===== src/rtl/tv80_alu16_seq.sv =====
// Two-cycle 16-bit ADD/ADC/SUB/SBC sequencer driving a shared 8-bit TV80 ALU.
// Low byte runs first, high byte second, with carry and zero chained through the ALU flags.
module tv80_alu16_seq #(
    parameter int unsigned Flag_C = 4,
    parameter int unsigned Flag_H = 5,
    parameter int unsigned Flag_N = 6,
    parameter int unsigned Flag_Z = 7
) (
    input  logic        clk,
    input  logic        reset_n,
    input  logic        start,
    input  logic [1:0]  op,
    input  logic [15:0] opa,
    input  logic [15:0] opb,
    input  logic [7:0]  flags_in,
    input  logic        abort,
    output logic        ready,
    output logic        done,
    output logic [15:0] result,
    output logic [7:0]  flags_out,
    output logic [3:0]  alu_op,
    output logic        alu_arith16,
    output logic        alu_z16,
    output logic [7:0]  alu_busa,
    output logic [7:0]  alu_busb,
    output logic [7:0]  alu_f_in,
    input  logic [7:0]  alu_q,
    input  logic [7:0]  alu_f_out
);

    typedef enum logic [1:0] {StIdle, StLo, StHi} state_e;

    localparam logic [7:0] FlagMask = (8'd1 << Flag_C) | (8'd1 << Flag_H) |
                                      (8'd1 << Flag_N) | (8'd1 << Flag_Z);

    state_e      state_q, state_d;
    logic [1:0]  op_q, op_d;
    logic [15:0] opa_q, opa_d;
    logic [15:0] opb_q, opb_d;
    logic [7:0]  flags_q, flags_d;
    logic [7:0]  res_lo_q, res_lo_d;
    logic [7:0]  fl_lo_q, fl_lo_d;
    logic [15:0] result_q, result_d;
    logic [7:0]  flags_out_q, flags_out_d;
    logic        done_q, done_d;

    always_comb begin
        state_d     = state_q;
        op_d        = op_q;
        opa_d       = opa_q;
        opb_d       = opb_q;
        flags_d     = flags_q;
        res_lo_d    = res_lo_q;
        fl_lo_d     = fl_lo_q;
        result_d    = result_q;
        flags_out_d = flags_out_q;
        done_d      = 1'b0;
        alu_op      = 4'b1111;
        alu_arith16 = 1'b0;
        alu_z16     = 1'b0;
        alu_busa    = 8'h00;
        alu_busb    = 8'h00;
        alu_f_in    = 8'h00;

        case (state_q)
            StIdle: begin
                if (start) begin
                    op_d    = op;
                    opa_d   = opa;
                    opb_d   = opb;
                    flags_d = flags_in;
                    state_d = StLo;
                end
            end
            StLo: begin
                alu_op      = {2'b00, op_q};
                alu_arith16 = (op_q == 2'b00);
                alu_busa    = opa_q[7:0];
                alu_busb    = opb_q[7:0];
                alu_f_in    = flags_q;
                if (abort) begin
                    state_d = StIdle;
                end else begin
                    res_lo_d = alu_q;
                    fl_lo_d  = alu_f_out;
                    state_d  = StHi;
                end
            end
            StHi: begin
                // High byte always consumes the low-byte carry; Z16 ANDs in the low-byte zero.
                alu_op      = {2'b00, op_q[1], 1'b1};
                alu_arith16 = (op_q == 2'b00);
                alu_z16     = (op_q != 2'b00);
                alu_busa    = opa_q[15:8];
                alu_busb    = opb_q[15:8];
                alu_f_in    = fl_lo_q;
                if (abort) begin
                    state_d = StIdle;
                end else begin
                    result_d    = {alu_q, res_lo_q};
                    flags_out_d = alu_f_out & FlagMask;
                    done_d      = 1'b1;
                    state_d     = StIdle;
                end
            end
            default: state_d = StIdle;
        endcase
    end

    always_ff @(posedge clk or negedge reset_n) begin
        if (!reset_n) begin
            state_q     <= StIdle;
            op_q        <= 2'b00;
            opa_q       <= 16'h0000;
            opb_q       <= 16'h0000;
            flags_q     <= 8'h00;
            res_lo_q    <= 8'h00;
            fl_lo_q     <= 8'h00;
            result_q    <= 16'h0000;
            flags_out_q <= 8'h00;
            done_q      <= 1'b0;
        end else begin
            state_q     <= state_d;
            op_q        <= op_d;
            opa_q       <= opa_d;
            opb_q       <= opb_d;
            flags_q     <= flags_d;
            res_lo_q    <= res_lo_d;
            fl_lo_q     <= fl_lo_d;
            result_q    <= result_d;
            flags_out_q <= flags_out_d;
            done_q      <= done_d;
        end
    end

    assign ready     = (state_q == StIdle);
    assign done      = done_q;
    assign result    = result_q;
    assign flags_out = flags_out_q;

endmodule


===== config.mk =====
export PLATFORM = sky130hd
export DESIGN_NAME = tv80_alu16_seq
export DESIGN_NICKNAME = d
export VERILOG_FILES = /design/src/rtl/tv80_alu16_seq.sv
export SDC_FILE = /design/constraint.sdc
export NUM_CORES = 1
export LEC_CHECK = 0
export BUFFER_PORTS_ARGS = -buffer_cell sky130_fd_sc_hd__buf_2
export CORE_MARGIN = 2
export CORE_UTILIZATION = 45
export CTS_CLUSTER_SIZE = 14
export DETAILED_ROUTE_END_ITERATION = 16
export GPL_TIMING_DRIVEN = 0
export PLACE_DENSITY = 0.73
export SLEW_MARGIN = 20
export SYNTH_ARGS = -nofsm -noshare
export SYNTH_HDL_FRONTEND = slang
export SYNTH_SLANG_ARGS = --single-unit

===== constraint.sdc =====
create_clock -name clk -period 5.48 [get_ports clk]
set_clock_uncertainty 0.2 [all_clocks]
set_input_delay 0.548 -clock clk [delete_from_list [all_inputs] [get_ports clk]]
set_output_delay 0.548 -clock clk [all_outputs]
set_load 0.01 [all_outputs]

==> out/qor.txt, run 1 <==
Post-CTS setup buffer count: 0
Pwr Density: 584 nW/um^2
Final setup fails: 0
CP arrival: 2.12 ns
Syn_area_per_cell: 14.1 um^2
Syn Inst Count: 247
Area contributors post-synth: dfrtp_1 (58%), mux2_2 (22%), a22oi_1 (5.2%), mux2_4 (3.9%), nor2_1 (2.6%)
CTS tree: built
Drt initial violations: 80
WL final: 7390 um
Longest Clk Path Bufs: 2
P_int: 1.66 mW
H-tree depth: 3
Total gr overflow: 0
Sink Count: 81
Finished Cell Area: 4420 um^2
Vias/cell: 4.93
Post-DP Area: 4220 um^2
Crit path required time: 4.73 ns
Start point of the worst hold path: opb[10]
Startpoint Class: register
Crit path from: state_q[0]
CP Class: register to output port
YS warnings: 0
Yosys top cell area share: 0.581
Root Buffer: clkbuf_8
Die height: 92.1 um
Largest net degree at the start of global routing: 58
Final Core Density: 0.581
Port bufs: 113
Antenna diodes: 0
Max VDD drop: 0.270 mV
Leakage power total: 2.15 nW
Antenna violations before repair: 0
All-Layer GR Usage: 0.183
RR Startpoint: state_q[0]
Die Area: 8480 um^2
Post-route ant nets: 0
Placed Cells: 466
Worst Slack Setup Final: 2.61 ns
Final min period: 2.87 ns
RSZ-0062 raised after global routing: false
Setup crit end kind: output port
Max-slew violation count: 0
Area Overhead vs Synth: 26.7%
Layout cell share with drive strength beyond 1: 0.585
Drt first pass iters: 4
Via count: 2380
NetSw: 0.917 mW
I/O pins: 118
Drt wl/cell: 15.3 um
Post-synthesis cell type count: 22
GPL Wtd Cong: 0.729
# rows: 32
# DRC: 0
Relative slew slack: 0.641
Clock latency on the worst-skew pair: 0.35 ns
Number of buffers created by CTS: 9
Max FO, Critical Path: 10
Reg power frac: 0.407
Worst slew pin tran: 0.539 ns
Hold slack: 0.222 ns
DPL Wire Length: 5320 um
Final worst-path cycle share: 0.524
Net Sw Frac: 0.355
CTS clk-pin slew, worst paths: 0.09 ns
Sequential area share after synthesis: 0.581
Synth Cell Area: 3490 um^2
Setup TNS Final: 0 ns
F_max: 349 MHz
Hold Vio Cnt, Final: 0
Chip width: 92.1 um
Global-route wire length before repair: 12000 um
Vias in the first global route: 2517
Initial Util: 0.459
#FFs+latches synth: 81
Status: completed
Max-Cap Viols: 0
Hold Path Class: input port to register
Power share of the clock group: 0.158
Combinational group share of total power: 0.435
Overall Power: 2.58 mW
Final #Nets: 442
CORE AREA: 7610 um^2
Post-synth top area cell: dfrtp_1
Dpl ws: 2.97 ns
Layout Cells excl Fill: 483
[cells by family (layout without fill, tap and decap cells)]
family / Yosys count / in the layout / share of synthesized area
flip-flops: 81 / 81 / 0.581
buffers and inverters: 24 / 155 / 0.0423
AO/OA/AOI/OAI: 28 / 28 / 0.0599
AND/OR/NAND/NOR: 30 / 30 / 0.0369
other: 1 / 4 / 0.00107
adder cells (fa/ha/maj): 4 / 4 / 0.0143
multiplexers: 79 / 79 / 0.265
[layout by cell type, fill, tap and decap left out]
master / instances
buf_16: 1
conb_1: 4
nand2b_1: 2
o21a_1: 2
buf_2: 118
buf_4: 6
ha_1: 4
nor2b_4: 1
inv_6: 2
clkbuf_8: 10
clkinv_1: 1
clkinv_4: 1
clkinvlp_4: 3
inv_1: 3
nor2_1: 24
mux2_2: 69
mux2_4: 9
dlygate4sd3_1: 1
o21ai_0: 1
dfrtp_1: 81
buf_12: 1
mux2_1: 1
nor3_1: 1
buf_6: 2
a22oi_1: 24
clkbuf_1: 6
nand2_1: 2
a211o_1: 1
[routing by layer]
| layer | vias to the layer above | share of wire | GRT usage |
|---|---|---|---|
| met5 | - | 0 | 0 |
| met4 | 0 | 0.013 | 0.0759 |
| met3 | 9 | 0.053 | 0.0403 |
| met2 | 62 | 0.49 | 0.304 |
| met1 | 1188 | 0.44 | 0.234 |
| li1 | 1121 | - | - |
[critical path, cell delays in order, from the launching register on]
cell and delay (ns):
dfrtp_1 0.40, inv_1 0.11, ha_1 0.30, clkbuf_1 0.46, a22oi_1 0.20, nor2_1 0.15, buf_2 0.15
[path summary, 6_finish.rpt]
check | endpoint | slack, ns | depth (start not counted)
min reg2reg | result[15] | 0.30 | 1
max reg2reg | op_q[0] | 3.58 | 5
min in group asynchronous | result[5] | 0.43 | 2
min | opb_q[10] | 0.22 | 2
max in group asynchronous | opb_q[6] | 4.06 | 3
max | alu_f_in[4] | 2.61 | 6
[power groups by stage]
stage | combinational (mW) | clock, mW | sequential, mW
after floorplan | 0.741 | 0 | 1.06
after global placement | 1.11 | 0 | 1.05
after detailed placement | 1.13 | 0 | 1.06
after CTS | 1.14 | 0.422 | 1.05
after global routing | 1.23 | 0.448 | 1.09
final | 1.12 | 0.407 | 1.05
[cell usage after synthesis]
library cell  count
conb_1            1
buf_4             5
mux2_1            1
buf_6             2
o21ai_0           1
nand2b_1          2
nor2b_4           1
a22oi_1          24
mux2_4            9
mux2_2           69
a211o_1           1
o21a_1            2
ha_1              4
clkinv_1          1
nor3_1            1
dfrtp_1          81
buf_12            1
buf_2             6
nor2_1           24
clkbuf_1          6
nand2_1           2
inv_1             3
[registers in the layout, summed over array words and instances (netlist names)]
name       cells
state_q        2
flags_out      4
result        16
res_lo_q       8
opb_q         16
op_q           2
flags_q        8
opa_q         16
fl_lo_q        8
done           1
[final cells by class]
cell class,count,area [um^2]
fill,690,3190
sequential,81,2030
multi-input combinational,145,1330
timing repair buffer,115,606
clock buffer,10,138
buffer,20,133
tap,102,128
clock inverter,6,48.8
inverter,4,15.0
[timing repair]
action	4_1_cts	5_1_grt
gates resized for setup	0	0
hold endpoints to repair	24	0
setup endpoints to repair	0	0
hold buffers	1	0
(Power assumes the default switching activity.)
==> run 2, diff against run 1 <==
--- a/config.mk
+++ b/config.mk
@@ -5,13 +5,14 @@
 export SDC_FILE = /design/constraint.sdc
 export NUM_CORES = 1
 export LEC_CHECK = 0
+export ABC_AREA = 1
 export BUFFER_PORTS_ARGS = -buffer_cell sky130_fd_sc_hd__buf_2
 export CORE_MARGIN = 2
 export CORE_UTILIZATION = 45
 export CTS_CLUSTER_SIZE = 14
 export DETAILED_ROUTE_END_ITERATION = 16
 export GPL_TIMING_DRIVEN = 0
-export PLACE_DENSITY = 0.73
+export PLACE_DENSITY = 0.72
 export SLEW_MARGIN = 20
 export SYNTH_ARGS = -nofsm -noshare
 export SYNTH_HDL_FRONTEND = slang
==> constraint.sdc (replaced) <==
create_clock -name clk -period 2.71 [get_ports clk]
set_clock_uncertainty 0.2 [all_clocks]
set_input_delay 0.271 -clock clk [delete_from_list [all_inputs] [get_ports clk]]
set_output_delay 0.271 -clock clk [all_outputs]
set_load 0.01 [all_outputs]
==> out/qor.txt, run 2 <==
Status: completed (unchanged)
Commonest non-fill, non-tap cell in the layout: nand2_1 (was buf_2)
GPL Wtd Cong: 0.833 (was 0.729)
Most instantiated library cell after synthesis: nand2_1 (was dfrtp_1)
Drt initial violations: 175 (was 80)
Post-CTS Hold Buffers: 59 (was 1)
Post-route ant nets: 0 (unchanged)
Via count: 3721 (was 2380)
CORE AREA: 8130 um^2 (was 7610 um^2)
H-tree depth: 3 (unchanged)
Die Area: 9040 um^2 (was 8480 um^2)
Post-DP Area: 4460 um^2 (was 4220 um^2)
Crit path required time: 2.24 ns (was 4.73 ns)
#FFs+latches synth: 81 (unchanged)
CP arrival: 1.91 ns (was 2.12 ns)
Drt wl/cell: 13.8 um (was 15.3 um)
Final #Nets: 704 (was 442)
Initial Util: 0.459 (about the same)
Syn Inst Count: 452 (was 247)
Post-CTS setup buffer count: 0 (unchanged)
Area contributors post-synth: dfrtp_1 (54%), nand2_1 (21%), nand3_1 (11%), buf_4 (4.2%), a21oi_1 (3.4%) (was dfrtp_1 (58%), mux2_2 (22%), a22oi_1 (5.2%), mux2_4 (3.9%), nor2_1 (2.6%))
DPL Wire Length: 6880 um (was 5320 um)
RSZ-0062 raised after global routing: false (unchanged)
Finished Cell Area: 5300 um^2 (was 4420 um^2)
Post-synth top area cell: dfrtp_1 (unchanged)
Largest net degree at the start of global routing: 51 (was 58)
Pwr Density: 1040 nW/um^2 (was 584 nW/um^2)
CTS tree: built (unchanged)
Longest Clk Path Bufs: 2 (unchanged)
Leakage power total: 2.92 nW (was 2.15 nW)
CTS clk-pin slew, worst paths: 0.08 ns (was 0.09 ns)
Synth async-reset ratio: 1.00 (unchanged)
Max-slew violation count: 0 (unchanged)
Layout cell share with drive strength beyond 1: 0.265 (was 0.585)
Max-Cap Viols: 0 (unchanged)
WL final: 10300 um (was 7390 um)
Post-synth EDFFs: 0 (unchanged)
Total gr overflow: 0 (unchanged)
Global-route wire length before repair: 16700 um (was 12000 um)
Chip width: 95.1 um (was 92.1 um)
Resize count post-CTS: 0 (unchanged)
Final worst-path cycle share: 0.878
I/O pins: 118 (unchanged)
Area Overhead vs Synth: 42.0% (was 26.7%)
Hold Vio Cnt, Final: 0 (unchanged)
Sequential area share after synthesis: 0.543 (was 0.581)
Vias/cell: 4.98 (was 4.93)
Die height: 95.1 um (was 92.1 um)
Commonest cells after routing, fill and taps aside: nand2_1 (211), buf_2 (124), dfrtp_1 (81), nand3_1 (79), dlygate4sd3_1 (59) (was buf_2 (118), dfrtp_1 (81), mux2_2 (69), a22oi_1 (24), nor2_1 (24))
Max VDD drop: 0.444 mV (was 0.270 mV)
Final setup fails: 0 (unchanged)
Hold Path Class: input port to register (unchanged)
Setup TNS Final: 0 ns (unchanged)
Clock latency on the worst-skew pair: 0.35 ns (about the same)
F_max: 420 MHz
Setup crit end kind: output port (unchanged)
Yosys top cell area share: 0.543 (was 0.581)
Post-synthesis cell type count: 16 (was 22)
# DRC: 0 (unchanged)
Max FO, Critical Path: 10 (unchanged)
Antenna violations before repair: 0 (unchanged)
All-Layer GR Usage: 0.240 (was 0.183)
Final min period: 2.38 ns
Syn_area_per_cell: 8.25 um^2 (was 14.1 um^2)
Synth Cell Area: 3730 um^2 (was 3490 um^2)
YS warnings: 0 (unchanged)
Drt first pass iters: 5 (was 4)
CP Class: register to output port (unchanged)
Main synth FF type: dfrtp_1 (unchanged)
Startpoint Class: register (unchanged)
Port bufs: 112 (was 113)
Vias in the first global route: 3544 (was 2517)
# rows: 33 (was 32)
Sink Count: 81 (unchanged)
Commonest cells post-synth: nand2_1 (211), dfrtp_1 (81), nand3_1 (79) (was dfrtp_1 (81), mux2_2 (69), a22oi_1 (24), nor2_1 (24), mux2_4 (9))
Antenna diodes: 0 (unchanged)
Number of buffers created by CTS: 9 (unchanged)
Root Buffer: clkbuf_8 (unchanged)
-- run 2: changes by cell type after synthesis, moves of 23 or more --
| cell | change |
|---|---|
| mux2_2 | -69 |
| nand2_1 | +209 |
| nand3_1 | +79 |
| a21oi_1 | +25 |
| a22oi_1 | -24 |
| nor2_1 | -23 |
-- run 2: logic make-up (layout without fill, tap and decap cells) --
kind of cell / Yosys count / in the layout / synth area share
AO/OA/AOI/OAI: 27 / 27 / 0.0369
adder cells (fa/ha/maj): 4 / 4 / 0.0134
other: 1 / 4 / 0.00101
buffers and inverters: 44 / 231 / 0.0758
AND/OR/NAND/NOR: 295 / 295 / 0.330
flip-flops: 81 / 81 / 0.543
-- run 2: critical path: stages (launching register included) --
cell and delay [ns]:
dfrtp_1 0.41, inv_1 0.12, ha_1 0.29, buf_2 0.29, nand2_1 0.09, a21oi_1 0.20, buf_2 0.17
-- run 2: cell type report --
type | instances | area, um^2
fill | 711 | 2840
sequential | 81 | 2030
multi-input combinational | 330 | 1430
inverter | 7 | 26.3
buffer | 37 | 256
clock buffer | 10 | 138
tap | 105 | 131
clock inverter | 5 | 104
timing repair buffer | 172 | 1180
-- run 2: routing by layer --
| layer | share of wire | track usage |
|---|---|---|
| met1 | 0.43 | 0.313 |
| met2 | 0.49 | 0.414 |
| met3 | 0.063 | 0.0561 |
| met4 | 0.012 | 0.0471 |
| met5 | 0 | 0 |
-- run 2: final timing paths --
kind / cells after the start / end / slack [ns] / from
setup / recovery: 6 / alu_f_in[0] / 0.33 / state_q[0]
hold reg to reg: 2 / result[12] / 0.27 / result[12]
min in group asynchronous: 2 / fl_lo_q[2] / 0.21 / reset_n
max in group asynchronous: 3 / flags_q[2] / 1.51 / reset_n
setup reg to reg: 6 / flags_q[7] / 1.04 / state_q[0]
hold / removal: 3 / op_q[0] / 0.02 / op[0]
-- run 2: power breakdown --
group / leakage (nW) / total (mW) / switching (mW) / internal [mW]
Clock: 0.122 / 1.07 / 0.433 / 0.632
Sequential: 1.01 / 2.07 / 0.309 / 1.76
Combinational: 1.78 / 2.36 / 1.45 / 0.915
-- run 2: stage by stage --
step           setup WS, ns  power (mW)  hold slack, ns  utilization  std cells
3_3_place_gp          0.580        4.30           0.249        0.545        672
5_1_grt               0.209        5.93          0.0157        0.651        747
3_5_place_dp          0.717        4.38          0.0440        0.549        673
6_report              0.329        5.50          0.0172        0.651        747
2_1_floorplan          1.04        3.54          -0.225            -        455
4_1_cts               0.326        5.52          0.0109        0.651        747
==> run 3, diff against run 2 <==
--- a/config.mk
+++ b/config.mk
@@ -7,7 +7,6 @@
 export LEC_CHECK = 0
 export ABC_AREA = 1
 export BUFFER_PORTS_ARGS = -buffer_cell sky130_fd_sc_hd__buf_2
-export CORE_MARGIN = 2
 export CORE_UTILIZATION = 45
 export CTS_CLUSTER_SIZE = 14
 export DETAILED_ROUTE_END_ITERATION = 16
==> out/qor.txt, run 3 (synthesis results as in run 2) <==
Status: completed (unchanged)
Die height: 93.1 um (was 95.1 um)
Commonest non-fill, non-tap cell in the layout: nand2_1 (unchanged)
Largest net degree at the start of global routing: 46 (was 51)
CORE AREA: 7890 um^2 (was 8130 um^2)
Layout cell share with drive strength beyond 1: 0.266 (was 0.265)
Drt wl/cell: 14.0 um (was 13.8 um)
Area Overhead vs Synth: 41.0% (was 42.0%)
FILL cells: 651 (was 711)
Setup TNS Final: 0 ns (unchanged)
Post-route ant nets: 0 (unchanged)
Commonest cells after routing, fill and taps aside: nand2_1 (211), buf_2 (124), dfrtp_1 (81), nand3_1 (79), dlygate4sd3_1 (60) (was nand2_1 (211), buf_2 (124), dfrtp_1 (81), nand3_1 (79), dlygate4sd3_1 (59))
Via count: 3712 (was 3721)
Chip width: 93.1 um (was 95.1 um)
Hold Vio Cnt, Final: 0 (unchanged)
Hold Path Class: input port to register (unchanged)
Longest Clk Path Bufs: 2 (unchanged)
WL met2: 5170 um (was 5040 um)
Resize count post-CTS: 0 (unchanged)
Clock latency on the worst-skew pair: 0.34 ns (was 0.35 ns)
Final Core Density: 0.667 (was 0.651)
Setup crit end kind: output port (unchanged)
Max-slew violation count: 0 (unchanged)
I/O pins: 118 (unchanged)
Initial Util: 0.473 (was 0.459)
Crit path required time: 2.24 ns (about the same)
CP Class: register to output port (unchanged)
Multi-input gate area: 1430 um^2 (unchanged)
Sink Count: 81 (unchanged)
Die Area: 8660 um^2 (was 9040 um^2)
Final worst-path cycle share: 0.883 (was 0.878)
# DRC: 0 (unchanged)
GPL Wtd Cong: 0.834 (was 0.833)
Final #Nets: 705 (was 704)
H-tree depth: 3 (unchanged)
Met3 routed WL: 603 um (was 651 um)
Port bufs: 112 (unchanged)
CTS clk-pin slew, worst paths: 0.08 ns (about the same)
Root Buffer: clkbuf_8 (unchanged)
WL final: 10500 um (was 10300 um)
All-Layer GR Usage: 0.255 (was 0.240)
Post-CTS setup buffer count: 0 (unchanged)
Top Layer Used: met4 (unchanged)
Vias/cell: 4.98 (about the same)
CP arrival: 1.92 ns (was 1.91 ns)
Drt initial violations: 208 (was 175)
CTS tree: built (unchanged)
Max VDD drop: 0.582 mV (was 0.444 mV)
Post-CTS Hold Buffers: 60 (was 59)
Hold slack: 0.0389 ns (was 0.0172 ns)
DPL Wire Length: 6890 um (was 6880 um)
Max-Cap Viols: 0 (unchanged)
Final setup fails: 0 (unchanged)
Pwr Density: 1020 nW/um^2 (was 1040 nW/um^2)
Antenna violations before repair: 0 (unchanged)
# rows: 32 (was 33)
Startpoint Class: register (unchanged)
Antenna diodes: 0 (unchanged)
Leakage power total: 2.90 nW (was 2.92 nW)
Number of buffers created by CTS: 9 (unchanged)
Max FO, Critical Path: 10 (unchanged)
Drt first pass iters: 5 (unchanged)
Global-route wire length before repair: 17100 um (was 16700 um)
Vias in the first global route: 3674 (was 3544)
RSZ-0062 raised after global routing: false (unchanged)
Register cell area after layout: 2030 um^2 (unchanged)
F_max: 418 MHz (was 420 MHz)
Total gr overflow: 0 (unchanged)
DRT met1 WL: 4420 um (was 4450 um)
Final min period: 2.39 ns (was 2.38 ns)
-- run 3: cell count changes in the layout (fill, tap and decap cells not counted) --
cell / delta
bufinv_16: -2
inv_6: +2
clkbuf_8: -1
clkinv_4: +1
clkinvlp_4: +1
dlygate4sd3_1: +1
-- run 3: per-stage QoR --
stage / setup slack [ns] / cells / area, um^2 / power (mW)
final: 0.318 / 746 / 5260 / 5.35
after floorplan: 1.04 / 455 / 3740 / 3.54
after detailed placement: 0.727 / 670 / 4460 / 4.39
after CTS: 0.346 / 746 / 5260 / 5.35
after global routing: 0.234 / 746 / 5260 / 5.76
after global placement: 0.559 / 669 / 4430 / 4.30
-- run 3: per-layer routing --
layer | global-route usage | vias up
met5 | 0 | -
met4 | 0.0923 | 0
met3 | 0.0447 | 24
met2 | 0.442 | 143
met1 | 0.319 | 1742
li1 | - | 1803
-- run 3: power by group --
part / switching [mW] / leakage [nW] / internal (mW)
logic: 1.46 / 1.79 / 0.917
registers: 0.318 / 1.01 / 1.76
clock network: 0.460 / 0.100 / 0.434
-- run 3: final timing paths --
kind | from | end | slack, ns | depth (start not counted)
max in group asynchronous | reset_n | flags_q[1] | 1.49 | 3
min in group asynchronous | reset_n | opa_q[14] | 0.24 | 2
hold reg to reg | opa_q[4] | opa_q[4] | 0.28 | 2
setup reg to reg | state_q[0] | opb_q[12] | 1.00 | 6
setup / recovery | state_q[0] | alu_busb[7] | 0.32 | 6
hold / removal | start | opb_q[13] | 0.04 | 3
-- run 3: worst max-delay path, stage by stage (launching register included) --
cell and delay [ns]:
dfrtp_1 0.42, inv_1 0.12, ha_1 0.30, buf_2 0.30
nand2_1 0.08, a21oi_1 0.18, buf_2 0.17
-- run 3: cell type report --
class	instances	share of cell area
Timing Repair Buffer	173	0.226
Multi-Input combinational cell	330	0.272
Sequential cell	81	0.385
Tap cell	102	0.0243
Clock inverter	7	0.0147
Clock buffer	9	0.0235
Inverter	7	0.00499
Buffer	37	0.0487
